<file path="config.mk">
export PLATFORM = sky130hd
export DESIGN_NAME = timer_irq_ctrl
export DESIGN_NICKNAME = d
export VERILOG_FILES = /design/src/rtl/timer_irq_ctrl_pkg.sv /design/src/rtl/timer_irq_ctrl_irq_event_cnt.sv /design/src/rtl/timer_irq_ctrl.sv
export SDC_FILE = /design/constraint.sdc
export NUM_CORES = 1
export LEC_CHECK = 0
export CORE_MARGIN = 2
export CORE_UTILIZATION = 35
export CTS_CLUSTER_DIAMETER = 100
export DETAILED_ROUTE_END_ITERATION = 16
export SYNTH_ARGS = -nofsm -noshare
export SYNTH_HDL_FRONTEND = slang
export SYNTH_SLANG_ARGS = --single-unit
</file>
<file path="constraint.sdc">
create_clock -name PCLK -period 1.96 [get_ports PCLK]
set_input_delay 0.196 -clock PCLK [delete_from_list [all_inputs] [get_ports PCLK]]
set_output_delay 0.196 -clock PCLK [all_outputs]
set_load 0.1 [all_outputs]
</file>
<file path="src/rtl/timer_irq_ctrl_pkg.sv">
// Shared constants, APB FSM state type and counter helper for timer_irq_ctrl.
// TIMER_IRQ_PULSE_EN (see timer_irq_ctrl.sv) selects pulse instead of level IRQ.
package timer_irq_ctrl_pkg;

    localparam int unsigned NUM_REGS  = 4;
    localparam int unsigned CNT_WIDTH = 8;

    localparam logic [1:0] IER_OFS    = 2'd0;
    localparam logic [1:0] ISR_OFS    = 2'd1;
    localparam logic [1:0] OVFCNT_OFS = 2'd2;
    localparam logic [1:0] UDFCNT_OFS = 2'd3;

    localparam int unsigned OVF_BIT = 0;
    localparam int unsigned UDF_BIT = 1;

    localparam logic [CNT_WIDTH-1:0] CNT_MAX = '1;

    typedef enum logic [1:0] {
        StIdle   = 2'd0,
        StSetup  = 2'd1,
        StAccess = 2'd2
    } apb_state_e;

    function automatic logic [CNT_WIDTH-1:0] sat_inc(input logic [CNT_WIDTH-1:0] v);
        return (v == CNT_MAX) ? v : v + 1'b1;
    endfunction

endpackage

</file>
<file path="src/rtl/timer_irq_ctrl_irq_event_cnt.sv">
// Rising-edge detector plus saturating occurrence counter for one timer event.
// A clear coinciding with an event leaves the count at 1.
module irq_event_cnt
    import timer_irq_ctrl_pkg::*;
(
    input  logic                 PCLK,
    input  logic                 PRESET,
    input  logic                 tmr,
    input  logic                 clr,
    output logic                 evt,
    output logic [CNT_WIDTH-1:0] count
);

    logic                 prev_q;
    logic [CNT_WIDTH-1:0] count_q;
    logic [CNT_WIDTH-1:0] count_d;

    assign evt   = tmr & ~prev_q;
    assign count = count_q;

    always_comb begin
        count_d = count_q;
        if (clr) begin
            count_d = '0;
        end
        if (evt) begin
            count_d = sat_inc(count_d);
        end
    end

    always_ff @(posedge PCLK) begin
        if (PRESET) begin
            prev_q  <= 1'b0;
            count_q <= '0;
        end else begin
            prev_q  <= tmr;
            count_q <= count_d;
        end
    end

endmodule

</file>
<file path="src/rtl/timer_irq_ctrl.sv">
// Timer event interrupt controller: APB register slave, pending/enable bits, event counters.
// Define TIMER_IRQ_PULSE_EN to make IRQ a one-cycle pulse on a new enabled pending bit.
module timer_irq_ctrl
    import timer_irq_ctrl_pkg::*;
#(
    parameter int unsigned            ADDR_WIDTH  = 8,
    parameter int unsigned            DATA_WIDTH  = 8,
    parameter int unsigned            WAIT_STATES = 0,
    parameter logic [ADDR_WIDTH-1:0]  BASE_ADDR   = 'h10
) (
    input  logic                  PCLK,
    input  logic                  PRESET,
    input  logic                  PSEL,
    input  logic                  PENABLE,
    input  logic                  PWRITE,
    input  logic [ADDR_WIDTH-1:0] PADDR,
    input  logic [DATA_WIDTH-1:0] PWDATA,
    output logic [DATA_WIDTH-1:0] PRDATA,
    output logic                  PREADY,
    output logic                  PSLVERR,
    input  logic                  TMR_OVF,
    input  logic                  TMR_URF,
    output logic                  IRQ
);

    localparam logic [2:0] WAIT_INIT = 3'(WAIT_STATES);

    apb_state_e            state_q;
    logic [2:0]            wait_q;
    logic                  pready_q;
    logic                  pslverr_q;

    logic [1:0]            ier_q;
    logic [1:0]            isr_q;
    logic [1:0]            isr_d;
    logic                  irq_q;

    logic [ADDR_WIDTH-1:0] addr_ofs;
    logic [1:0]            reg_sel;
    logic                  addr_ok;
    logic                  xfer_done;
    logic                  wr_commit;
    logic [7:0]            reg_rdata;

    logic                  ovf_evt;
    logic                  urf_evt;
    logic                  ovf_clr;
    logic                  urf_clr;
    logic [CNT_WIDTH-1:0]  ovf_cnt;
    logic [CNT_WIDTH-1:0]  urf_cnt;

    logic                  unused_wdata;

    // Offset arithmetic wraps, so addresses below BASE_ADDR fall outside the window too.
    assign addr_ofs  = PADDR - BASE_ADDR;
    assign reg_sel   = addr_ofs[1:0];
    assign addr_ok   = (addr_ofs < ADDR_WIDTH'(NUM_REGS));
    assign xfer_done = pready_q & PSEL & PENABLE;
    assign wr_commit = xfer_done & PWRITE & addr_ok;

    assign ovf_clr = wr_commit && (reg_sel == OVFCNT_OFS);
    assign urf_clr = wr_commit && (reg_sel == UDFCNT_OFS);

    assign unused_wdata = ^PWDATA[DATA_WIDTH-1:2];

    irq_event_cnt u_ovf_cnt (
        .PCLK   (PCLK),
        .PRESET (PRESET),
        .tmr    (TMR_OVF),
        .clr    (ovf_clr),
        .evt    (ovf_evt),
        .count  (ovf_cnt)
    );

    irq_event_cnt u_urf_cnt (
        .PCLK   (PCLK),
        .PRESET (PRESET),
        .tmr    (TMR_URF),
        .clr    (urf_clr),
        .evt    (urf_evt),
        .count  (urf_cnt)
    );

    // New events are OR-ed in after the W1C so a coincident set survives the clear.
    always_comb begin
        isr_d = isr_q;
        if (wr_commit && (reg_sel == ISR_OFS)) begin
            isr_d = isr_q & ~PWDATA[1:0];
        end
        isr_d[OVF_BIT] = isr_d[OVF_BIT] | ovf_evt;
        isr_d[UDF_BIT] = isr_d[UDF_BIT] | urf_evt;
    end

    always_comb begin
        reg_rdata = '0;
        unique case (reg_sel)
            IER_OFS:    reg_rdata = {6'b0, ier_q};
            ISR_OFS:    reg_rdata = {6'b0, isr_q};
            OVFCNT_OFS: reg_rdata = ovf_cnt;
            UDFCNT_OFS: reg_rdata = urf_cnt;
            default:    reg_rdata = '0;
        endcase
    end

    // FSM trails the bus by one cycle: SETUP is the first bus access cycle.
    always_ff @(posedge PCLK) begin
        if (PRESET) begin
            state_q   <= StIdle;
            wait_q    <= '0;
            pready_q  <= 1'b0;
            pslverr_q <= 1'b0;
        end else begin
            pready_q  <= 1'b0;
            pslverr_q <= 1'b0;
            unique case (state_q)
                StIdle: begin
                    if (PSEL && !PENABLE) begin
                        state_q <= StSetup;
                    end
                end
                StSetup: begin
                    state_q <= StAccess;
                    wait_q  <= WAIT_INIT;
                    if (WAIT_INIT == 3'd0) begin
                        pready_q  <= 1'b1;
                        pslverr_q <= ~addr_ok;
                    end
                end
                StAccess: begin
                    if (wait_q == 3'd0) begin
                        state_q <= (PSEL && !PENABLE) ? StSetup : StIdle;
                    end else if (!PSEL) begin
                        state_q <= StIdle;
                    end else begin
                        wait_q <= wait_q - 3'd1;
                        if (wait_q == 3'd1) begin
                            pready_q  <= 1'b1;
                            pslverr_q <= ~addr_ok;
                        end
                    end
                end
                default: state_q <= StIdle;
            endcase
        end
    end

`ifdef TIMER_IRQ_PULSE_EN
    logic [1:0] isr_prev_q;

    always_ff @(posedge PCLK) begin
        if (PRESET) begin
            isr_prev_q <= '0;
            irq_q      <= 1'b0;
        end else begin
            isr_prev_q <= isr_q;
            irq_q      <= |(isr_q & ~isr_prev_q & ier_q);
        end
    end
`else
    always_ff @(posedge PCLK) begin
        if (PRESET) begin
            irq_q <= 1'b0;
        end else begin
            irq_q <= |(isr_q & ier_q);
        end
    end
`endif

    always_ff @(posedge PCLK) begin
        if (PRESET) begin
            ier_q <= '0;
            isr_q <= '0;
        end else begin
            if (wr_commit && (reg_sel == IER_OFS)) begin
                ier_q <= PWDATA[1:0];
            end
            isr_q <= isr_d;
        end
    end

    assign PREADY  = pready_q;
    assign PSLVERR = pslverr_q;
    assign IRQ     = irq_q;
    assign PRDATA  = (pready_q && !pslverr_q && !PWRITE) ? DATA_WIDTH'(reg_rdata) : '0;

endmodule

</file>
# Yosys cells after proc, flatten, opt, wreduce, memory -nomap -nowiden
# Cells that the tools add are included.
# totals
register_bits	30
in_bits	23
out_inout_bits	11
# op_classes
addsub	4
n_lt_le_gt_ge	1
n_eq_ne	12
muxes	25
bitwise_logic	14
n_reduce_logical	17
# op_table
operator	n
$mux W8	7
$pmux W8 S4	1
$add A8 B1 Y8 const B	2
$eq A8 B8 Y1 const B	2
$lt A8 B3 Y1 const B	1
$mux W2	4
$sub A8 B5 Y8 const B	1
$logic_and A1 B1 Y1	7
$mux W1	7
$and A1 B1 Y1	6
$eq A2 B2 Y1 const B	3
$mux W3	2
$ne A2 B2 Y1 const B	3
$pmux W2 S3	1
$pmux W3 S2	1
$and A2 B2 Y2	2
$eq A2 B1 Y1 const B	2
$logic_not A2 Y1	2
$pmux W1 S2	2
$eq A3 B1 Y1 const B	1
$logic_not A1 Y1	3
$logic_not A3 Y1	1
$ne A3 B3 Y1 const B	1
$not A1 Y1	3
7 further kinds	8

# Longest topological paths before layout
# depth
depth_word	9
mapped_depth	6

# Modules after synthesis
# Synthesis repeated with hierarchy kept, for this count alone.
# hier_totals
cells_unflattened	183
area_unflattened_um2	1685.4
# modules_own_cells
module	instances	cells_per_inst	area_per_inst_um2
irq_event_cnt	2	46	421.7
timer_irq_ctrl	1	91	842.1

# Worst setup path after synthesis
# OpenSTA, ideal clock, no wires.
# synth_timing
kind	reg2out
start	register pready_q (netlist: PREADY)
end	output PRDATA[2]
t_arrival_ns	2.727
path_slack_ns	-0.963
stages_incl_launch_ff	4
n_path_buf	0
path_cell_list	dfxtp_1 nor3b_1 nand2_1 nor2_1
# synth_via
elab_chain_len	3
# synth_lines
item	line	rtl
start, declared	timer_irq_ctrl.sv:30	logic pready_q;
start signal, assigned	timer_irq_ctrl.sv:110	pready_q <= 1'b0;
start signal, assigned	timer_irq_ctrl.sv:113	pready_q <= 1'b0;
start signal, assigned	timer_irq_ctrl.sv:125	pready_q <= 1'b1;
$logic_and A1 B1 Y1 (2 in series)	timer_irq_ctrl.sv:184	assign PRDATA = (pready_q && !pslverr_q && !PWRITE) ? DATA_WIDTH'(reg_rdata) : '0;
$mux W8	timer_irq_ctrl.sv:184	
end, declared	timer_irq_ctrl.sv:18	output logic [DATA_WIDTH-1:0] PRDATA,
# Every way passes these cells.

# Final worst setup path
# layout_timing
start	input PADDR[0]
end	output PRDATA[2]
# layout_via
elab_chain_len	4
# layout_lines
item	line	rtl
start, declared	timer_irq_ctrl.sv:16	input logic [ADDR_WIDTH-1:0] PADDR,
$sub A8 B5 Y8 (*)	timer_irq_ctrl.sv:55	assign addr_ofs = PADDR - BASE_ADDR;
$eq A2 B2 Y1, or another cell as far along	timer_irq_ctrl.sv:96	unique case (reg_sel)
$pmux W8 S4 (*)	timer_irq_ctrl.sv:96	
$mux W8 (*)	timer_irq_ctrl.sv:184	
# Every way passes the cells marked *; elsewhere a longest branch is shown, timed or not.

==> flow_metrics.tcl <==
set metrics [dict create \
    die_y_um 71.9 \
    yosysSeqAreaShare 0.373 \
    vdd_drop_max_uv 381 \
    place.gp.congestion 0.838 \
    fin_crit_ns 1.85 \
    fp.dieW_um 71.9 \
    diodes 0 \
    synth_area_leader_cell "dfxtp_1" \
    yosysMostFrequentCell "dfxtp_1" \
    hold_viol 0 \
    numCtsBuffers 5 \
    routed_wl_um 3630 \
    port_buffers 27 \
    cts_hold_buf 0 \
    hold-path-endpoint "state_q[0]$_SDFFE_PP0P_" \
    die-area_um2 5160 \
    synthTopCellsByArea "dfxtp_1, mux2i_1, nor2_1, ha_1, mux4_2" \
    status "finished, final reports clean" \
    fin_util 0.506 \
    cts_setup_buffers 0 \
    setup_viol 0 \
    finalCritPeriodShare 0.945 \
    regToRegEndpoint "PSLVERR$_SDFF_PP0_" \
    grt_pass1_vias 1330 \
    synth_seq_cells 30 \
    yosysWarnings 0 \
    synth_edf_count 0 \
    netlist.area_leader.share 0.373 \
    rsz0062_at_grt "false" \
    std_cell_rows 24 \
    core_um2 4380 \
    h-tree-depth 2 \
    overflow 0 \
    slew_viol_final 0 \
    vias 1376 \
    antenna_left 0 \
    worst_pin_slew_ns 0.349 \
    cellPowerDensity_nw_per_um2 670 \
    max_freq_mhz 540 \
    p_total_w 0.00149 \
    grt_pass1_wl_um 5960 \
    clk_pin_slew_ns 0.06 \
    hold_depth 2 \
    nNetsFinal 241 \
    antenna_found_initial 0 \
    firstDrtPassIters 4 \
    grt_usage 0.149 \
    clockBufferDepth 2 \
    crit_type "input port to output pin" \
    synth_cell_types 42 \
    cts_sinks 30 \
    postSynthAreaPerCell_um2 9.26 \
    root_buffer "clkbuf_8" \
    crit_slowest_cell "clkdlybuf4s50_1" \
    async_flop_share 0 \
    worstReg2RegStart "state_q[0]$_SDFFE_PP0P_" \
    synth_flop_cell "dfxtp_1" \
    worstPathCellList "clkdlybuf4s50_1 -> buf_4 -> mux2i_1 -> nor2_4 -> buf_12" \
    path_delay_family "buffers and inverters" \
    startpoint_type "input port" \
    viasPerCell 5.21 \
    crit_buf_inv 3 \
    n_fill_cell 419 \
    maxCapViolCount 0 \
    min_path_type "flop to flop" \
    regToRegSetupSlack_ns 0.44 \
    io_pins 34 \
    cp_data_required_time_ns 1.76 \
    p_leak_nw 0.834 \
    synth_area_um2 1610 \
    slew_headroom 0.767 \
    drtIter0Drc 82 \
    start_util 0.368 \
    clkLatencyLatePin_ns 0.28 \
    drc 0 \
    critPathMaxFanout 7 \
    postSynthNetCount 204 \
    crit_path_end_kind "output pin" \
    synthCells 174 \
    tritoncts "built" \
    drive_above_1_share 0.198 \
    grt_max_degree 10 \
    min_from "state_q[0]$_SDFFE_PP0P_" \
    skew_ns 0.00616 \
    tns_ns 0 \
    r2r_cells 6 \
    cpPeakStageDelay_ns 0.64 \
    hpwl_um 2850 \
    critical_path.startpoint "PADDR[0]" \
    areaGrowthSynthToFinish_pct 37.6 \
    critPathArrivalTime_ns 1.66 \
    synth_common_cells "dfxtp_1, nor2_1, mux2i_1" \
    cts_resized 0 \
    wire_per_inst_um 13.7 \
]
-- worst min-delay path: cells and delay by family, from the launching register on --
| family | cells | cell delay [ns] |
|---|---|---|
| compound gates | 1 | 0.05 |
| flops | 1 | 0.34 |
| simple gates | 1 | 0.08 |
-- where the power goes --
group | switching [W] | internal [W]
registers | 0.0000233 | 0.000634
clock network | 0.000217 | 0.000380
logic | 0.000122 | 0.000109
total | 0.000363 | 0.00112
-- routing by layer --
| layer | global-route usage | share of wire | up-vias |
|---|---|---|---|
| li1 | - | - | 704 |
| met1 | 0.178 | 0.46 | 644 |
| met2 | 0.242 | 0.48 | 24 |
| met3 | 0.0605 | 0.052 | 4 |
| met4 | 0.0524 | 0.0083 | 0 |
| met5 | 0 | 0 | - |
-- registers in the layout (all words and copies together), names as in the netlist --
register / cells
u_ovf_cnt.count: 8
u_urf_cnt.count: 8
wait_q: 3
ier_q: 2
isr_q: 2
state_q: 2
IRQ: 1
PREADY: 1
PSLVERR: 1
u_ovf_cnt.prev_q: 1
u_urf_cnt.prev_q: 1
-- final cells by class --
| type | count | area (µm²) | share of cell area |
|---|---|---|---|
| Tap cell | 52 | 65.1 | 0.0293 |
| Inverter | 8 | 30.0 | 0.0135 |
| Clock inverter | 1 | 30.0 | 0.0135 |
| Timing Repair Buffer | 36 | 410 | 0.185 |
| Clock buffer | 7 | 76.3 | 0.0344 |
| Multi-Input combinational cell | 130 | 1000 | 0.451 |
| Sequential cell | 30 | 606 | 0.273 |
-- placed cells by master (no fill, tap or decap), types with 4 or more instances in the layout --
| cell | Yosys | routed |
|---|---|---|
| a21oi_1 | 8 | 8 |
| nand3_1 | 4 | 4 |
| nor2b_1 | 7 | 7 |
| a31oi_1 | 4 | 4 |
| nor2_1 | 25 | 19 |
| dfxtp_1 | 30 | 28 |
| clkbuf_8 | 0 | 5 |
| buf_12 | 0 | 8 |
| nor3_1 | 6 | 6 |
| nand2_1 | 6 | 6 |
| inv_1 | 8 | 8 |
| ha_1 | 7 | 7 |
| nand2b_1 | 5 | 5 |
| clkdlybuf4s50_1 | 0 | 16 |
| buf_4 | 1 | 12 |
| mux2i_1 | 10 | 10 |
| nand4_1 | 5 | 5 |
| nor2_4 | 0 | 6 |
-- cell families after synthesis --
family	synth area share
xor+xnor	0.0217
compound gates	0.125
mux	0.104
flops	0.373
fa+ha+maj	0.0543
simple gates	0.287
buf+inv	0.0349
-- worst max-delay path by stage --
stage,depth (start not counted),endpoint
after floorplan,3,PRDATA[2]
after global placement,5,u_urf_cnt.count[3]$_SDFF_PP0_
after detailed placement,5,u_urf_cnt.count[2]$_SDFF_PP0_
after CTS,5,PRDATA[2]
after global routing,6,PRDATA[4]
final,5,PRDATA[2]
-- stage by stage --
step | hold slack [ns] | instances | setup WS, ns | cell area (µm²)
floorplan | 0.268 | 174 | 0.0423 | 1660
global placement | 0.496 | 256 | -0.110 | 2110
detailed placement | 0.513 | 256 | -0.113 | 2110
CTS | 0.517 | 264 | 0.0983 | 2220
global route | 0.525 | 264 | 0.0312 | 2220
finish | 0.515 | 264 | 0.108 | 2220
(Power assumes the default switching activity.)
